### config.mk
export PLATFORM = sky130hd
export DESIGN_NAME = vdcdiv_64by32
export DESIGN_NICKNAME = d
export VERILOG_FILES = /design/src/rtl/vdcdiv_64by32_pkg.sv /design/src/rtl/vdcdiv_64by32_rca32b.sv /design/src/rtl/vdcdiv_64by32.sv
export SDC_FILE = /design/constraint.sdc
export NUM_CORES = 1
export LEC_CHECK = 0
export ABC_AREA = 1
export CORE_UTILIZATION = 50
export DETAILED_ROUTE_END_ITERATION = 16
export GPL_TIMING_DRIVEN = 0
export PLACE_DENSITY = 0.77
export SYNTH_ARGS = -nofsm -noshare
export SYNTH_HDL_FRONTEND = slang
export SYNTH_HIERARCHICAL = 1
export SYNTH_SLANG_ARGS = --single-unit
### constraint.sdc
create_clock -name clk -period 25.1 [get_ports clk]
set_input_delay 5.02 -clock clk [delete_from_list [all_inputs] [get_ports clk]]
set_output_delay 5.02 -clock clk [all_outputs]
set_load 0.02 [all_outputs]
### src/rtl/vdcdiv_64by32_pkg.sv
// Shared definitions for the 64/32 restoring divider: FSM states and datapath widths.
package vdcdiv_64by32_pkg;

  localparam int unsigned DVD_W    = 64;
  localparam int unsigned DVS_W    = 32;
  localparam int unsigned PR_W     = 33;
  localparam int unsigned ITER_DEF = 32;

  typedef enum logic [1:0] {
    S_IDLE = 2'd0,
    S_CALC = 2'd1,
    S_DONE = 2'd2
  } div_state_t;

endpackage

### src/rtl/vdcdiv_64by32_rca32b.sv
// 32-bit ripple-carry adder; used by the divider as its trial subtractor.
module rca32b (
  input  logic [31:0] a,
  input  logic [31:0] b,
  input  logic        cin,
  output logic [31:0] sum,
  output logic        cout
);

  logic c;

  always_comb begin
    c   = cin;
    sum = '0;
    for (int unsigned i = 0; i < 32; i++) begin
      sum[i] = a[i] ^ b[i] ^ c;
      c      = (a[i] & b[i]) | (c & (a[i] ^ b[i]));
    end
    cout = c;
  end

endmodule

### src/rtl/vdcdiv_64by32.sv
// 64-by-32 unsigned radix-2 restoring divider, one quotient bit per clock, MSB first.
module vdcdiv_64by32
  import vdcdiv_64by32_pkg::*;
#(
  parameter int unsigned ITER = ITER_DEF
) (
  input  logic                 clk,
  input  logic                 rst,
  input  logic                 start,
  input  logic [DVD_W-1:0]     dividend,
  input  logic [DVS_W-1:0]     divisor,
  output logic                 busy,
  output logic                 done,
  output logic [DVS_W-1:0]     quotient,
  output logic [DVS_W-1:0]     remainder,
  output logic                 dz,
  output logic                 ovf
);

  localparam int unsigned CW = (ITER > 1) ? $clog2(ITER) : 1;

  div_state_t        state, nxt;
  logic [CW-1:0]     cnt;
  logic [PR_W-1:0]   pr;
  logic [DVS_W-1:0]  sr;
  logic [DVS_W-1:0]  dvs;

  logic              in_dz, in_ovf, in_exc;
  logic              last;
  logic [PR_W:0]     shifted;
  logic [DVS_W-1:0]  diff;
  logic              cout;
  logic              nonneg;
  logic [DVS_W-1:0]  q_next;

  assign in_dz  = (divisor == '0);
  assign in_ovf = (dividend[DVD_W-1:DVS_W] >= divisor);
  assign in_exc = in_dz | in_ovf;
  assign last   = (cnt == CW'(ITER - 1));

  // sr doubles as dividend-low source (MSB out) and quotient collector (LSB in)
  assign shifted = {pr, sr[DVS_W-1]};

  rca32b u_sub (
    .a    (shifted[DVS_W-1:0]),
    .b    (~dvs),
    .cin  (1'b1),
    .sum  (diff),
    .cout (cout)
  );

  assign nonneg = (|shifted[PR_W:DVS_W]) | cout;
  assign q_next = {sr[DVS_W-2:0], nonneg};

  assign busy = (state == S_CALC);
  assign done = (state == S_DONE);

  always_ff @(posedge clk) begin
    if (rst) state <= S_IDLE;
    else     state <= nxt;
  end

  always_comb begin
    nxt = state;
    case (state)
      S_IDLE, S_DONE: begin
        if (start) nxt = in_exc ? S_DONE : S_CALC;
        else       nxt = S_IDLE;
      end
      S_CALC:  if (last) nxt = S_DONE;
      default: nxt = S_IDLE;
    endcase
  end

  always_ff @(posedge clk) begin
    if (rst) begin
      cnt       <= '0;
      pr        <= '0;
      sr        <= '0;
      dvs       <= '0;
      quotient  <= '0;
      remainder <= '0;
      dz        <= 1'b0;
      ovf       <= 1'b0;
    end else begin
      case (state)
        S_IDLE, S_DONE: begin
          if (start) begin
            pr  <= {1'b0, dividend[DVD_W-1:DVS_W]};
            sr  <= dividend[DVS_W-1:0];
            dvs <= divisor;
            cnt <= '0;
            dz  <= 1'b0;
            ovf <= 1'b0;
            if (in_dz) begin
              dz        <= 1'b1;
              quotient  <= '1;
              remainder <= dividend[DVS_W-1:0];
            end else if (in_ovf) begin
              ovf       <= 1'b1;
              quotient  <= '1;
              remainder <= '0;
            end
          end
        end
        S_CALC: begin
          pr  <= nonneg ? {1'b0, diff} : shifted[PR_W-1:0];
          sr  <= q_next;
          cnt <= cnt + 1'b1;
          if (last) begin
            quotient  <= q_next;
            remainder <= nonneg ? diff : shifted[DVS_W-1:0];
          end
        end
        default: ;
      endcase
    end
  end

endmodule

==> results.json <==
{
  "outcome": "complete, no violations",
  "cp.arrival_ps": 14940,
  "internal-power_uw": 560,
  "place_congestion": 0.922,
  "max-vdd-ir-drop_mv": 0.0542,
  "rsz0062_at_grt": "false",
  "antennaDiodeCount": 0,
  "cts_sinks": 170,
  "layout-drive-gt1-share": 0.0579,
  "grt_overflow_total": 0,
  "viasPerCell": 5.37,
  "power_leakage_nw": 5.01,
  "ys_types": 39,
  "syn_avg_cell_area_um2": 7.57,
  "nets": 1551,
  "worst_pin_slew_ps": 624,
  "path_class": "reg2reg",
  "startpoint_type": "flip-flop",
  "grtUsageTotal": 0.292,
  "drt_first_pass_iters": 7,
  "nFillCells": 1604,
  "clk_pin_slew_ps": 70,
  "grt_max_degree": 17,
  "seq_area_mm2": 0.00340,
  "worst-path-buf-inv": 6,
  "timing.final.crit_share": 0.582,
  "cts_setup_buffers": 0,
  "netlist_instances": 1202,
  "cts_tree": "done",
  "max_stage_delay_ps": 460,
  "p_switching_uw": 291,
  "final_cell_mix": "nand2_1 (207), inv_1 (183), dfxtp_1 (170)",
  "final_common_cell": "nand2_1",
  "ys_seq_elements": 170,
  "fin_worst_hold_slack_ps": 448,
  "wl_um": 26500,
  "combinationalPowerShare": 0.318,
  "post_dp_cell_area_mm2": 0.0110,
  "min_period_ps": 14610,
  "cts_buffers": 17,
  "setup_tns_ps": 0,
  "power_frac_seq": 0.383,
  "wl_per_cell_um": 16.3,
  "power_uw": 851,
  "grt_pass1_vias": 8315,
  "crit_path_max_fanout": 10,
  "io_buffers": 165,
  "power_density_mw_per_mm2": 73.4,
  "fmax_mhz": 68.5,
  "cts_resized": 0,
  "setup_violations": 0,
  "switching_share": 0.341,
  "reg2reg_from": "dvs[0]",
  "clkLatencyLatePin_ps": 430,
  "antenna_found_initial": 0,
  "ys_seq_area_frac": 0.374,
  "yosysWarnings": 6,
  "vias": 8727,
  "multi_input_area_mm2": 0.00457,
  "grt_first_pass_wirelength_um": 41500,
  "crit_family": "adder cells",
  "die_w_um": 137,
  "worstPathRequired_ps": 25430,
  "ctsHoldBuffers": 0,
  "start_util": 0.519,
  "maxSlewHeadroom": 0.584,
  "dieHeight_um": 137,
  "root_buffer": "clkbuf_16",
  "worst_path_max_delay_cell": "a22oi_1",
  "end_kind": "flip-flop",
  "hp-class": "reg2reg",
  "syn_area_mm2": 0.00910,
  "area_growth_pct": 27.4,
  "setup.worst_path.start": "dvs[0]",
  "num_io_pins": 167,
  "h-tree-depth": 4,
  "core.rowCount": 48,
  "slew_viol_final": 0,
  "min_from": "quotient[10]",
  "max_cap_violations": 0,
  "dpl.hpwl_um": 20800,
  "detail-route-antenna-nets": 0,
  "die_area_mm2": 0.0187,
  "cts_buffer_depth": 2,
  "finalHoldViolCount": 0,
  "core_area_mm2": 0.0175,
  "skew_ps": 6.81,
  "stdcell_area_mm2": 0.0116,
  "crit_top_cell": "fa_1",
  "drtIter0Drc": 798,
  "drc": 0,
  "clkPwrFrac": 0.299,
  "synth_fp_nets": 1367
}
logic make-up after synthesis:
group | count (synthesis) | share of synthesized area
other cells | 1 | 0.000412
flops | 170 | 0.374
buf+inv | 268 | 0.123
fa+ha+maj | 66 | 0.117
compound gates | 359 | 0.236
simple gates | 338 | 0.149
state kept, by name, summed over array words and instances, names as in the netlist, 2 cells and up:
name	cells
pr	33
dvs	32
quotient	32
remainder	32
sr	32
cnt	5
state	2
tightest hold or removal path, delay by kind of cell, from the launching register on:
family          cells  cell delay, ps
compound gates      1              50
buf+inv             1              50
flops               1             310
cells in the mapped netlist:
cell / count / share of area
a211oi_1: 1 / 0.00083
o22ai_1: 21 / 0.014
clkbuf_1: 44 / 0.018
o21a_1: 33 / 0.027
nand4_1: 5 / 0.0034
buf_2: 17 / 0.0094
a21oi_2: 10 / 0.0096
a21oi_1: 116 / 0.064
buf_1: 7 / 0.0029
nand2_2: 3 / 0.0021
nand3_2: 1 / 0.0011
nor4_1: 4 / 0.0028
a31oi_1: 1 / 0.00069
clkinv_1: 1 / 0.00041
buf_12: 1 / 0.0022
fa_1: 32 / 0.070
o21ai_2: 1 / 0.00096
buf_6: 8 / 0.0099
inv_2: 5 / 0.0021
nand3_1: 33 / 0.018
buf_8: 1 / 0.0017
a221oi_1: 1 / 0.00096
a21o_1: 2 / 0.0017
o31ai_1: 1 / 0.00083
or2_1: 1 / 0.00069
conb_1: 1 / 0.00041
nor2_1: 79 / 0.033
inv_1: 183 / 0.076
ha_1: 34 / 0.047
o21ai_0: 99 / 0.054
buf_4: 1 / 0.00083
a22oi_1: 32 / 0.026
nand2_1: 207 / 0.085
o221ai_1: 1 / 0.00096
or2_2: 1 / 0.00069
dfxtp_1: 170 / 0.37
nor2_2: 2 / 0.0014
o211ai_1: 40 / 0.033
nor3_1: 2 / 0.0011
path summary, 6_finish.rpt:
check | cells past startpoint | endpoint | slack, ps
max | 45 | remainder[18] | 10490
min reg2reg | 2 | quotient[10] | 450
min | 2 | quotient[10] | 450
max reg2reg | 45 | remainder[18] | 10490
routing by layer:
metal,GRT usage,share of wire,vias up
met3,0.0626,0.081,43
met1,0.381,0.44,4004
met4,0.0934,0.017,0
li1,-,-,4312
met5,0,0,-
met2,0.481,0.46,368
area by class of cell:
cell class                      count  area share
Timing Repair Buffer              165       0.142
Multi-Input combinational cell    764       0.395
Clock inverter                     12      0.0100
Tap cell                          225      0.0243
Inverter                          189      0.0612
Sequential cell                   170       0.294
Clock buffer                       20      0.0385
Buffer                             79      0.0353
power groups by stage:
stage          clock network [mW]  registers, mW  logic, mW
2_1_floorplan                   0          0.347      0.150
3_3_place_gp                    0          0.331      0.259
3_5_place_dp                    0          0.332      0.267
4_1_cts                     0.254          0.326      0.268
5_1_grt                     0.267          0.330      0.299
6_report                    0.254          0.326      0.271
stage by stage:
step                      instances  worst slack, ps   util
after global placement         1592            10870  0.629
after floorplan                1202            11840      -
after global routing           1624            10100  0.661
after detailed placement       1592            10780  0.629
after CTS                      1624            10690  0.661
final                          1624            10490  0.661
Power figures use the tool's default switching activity.
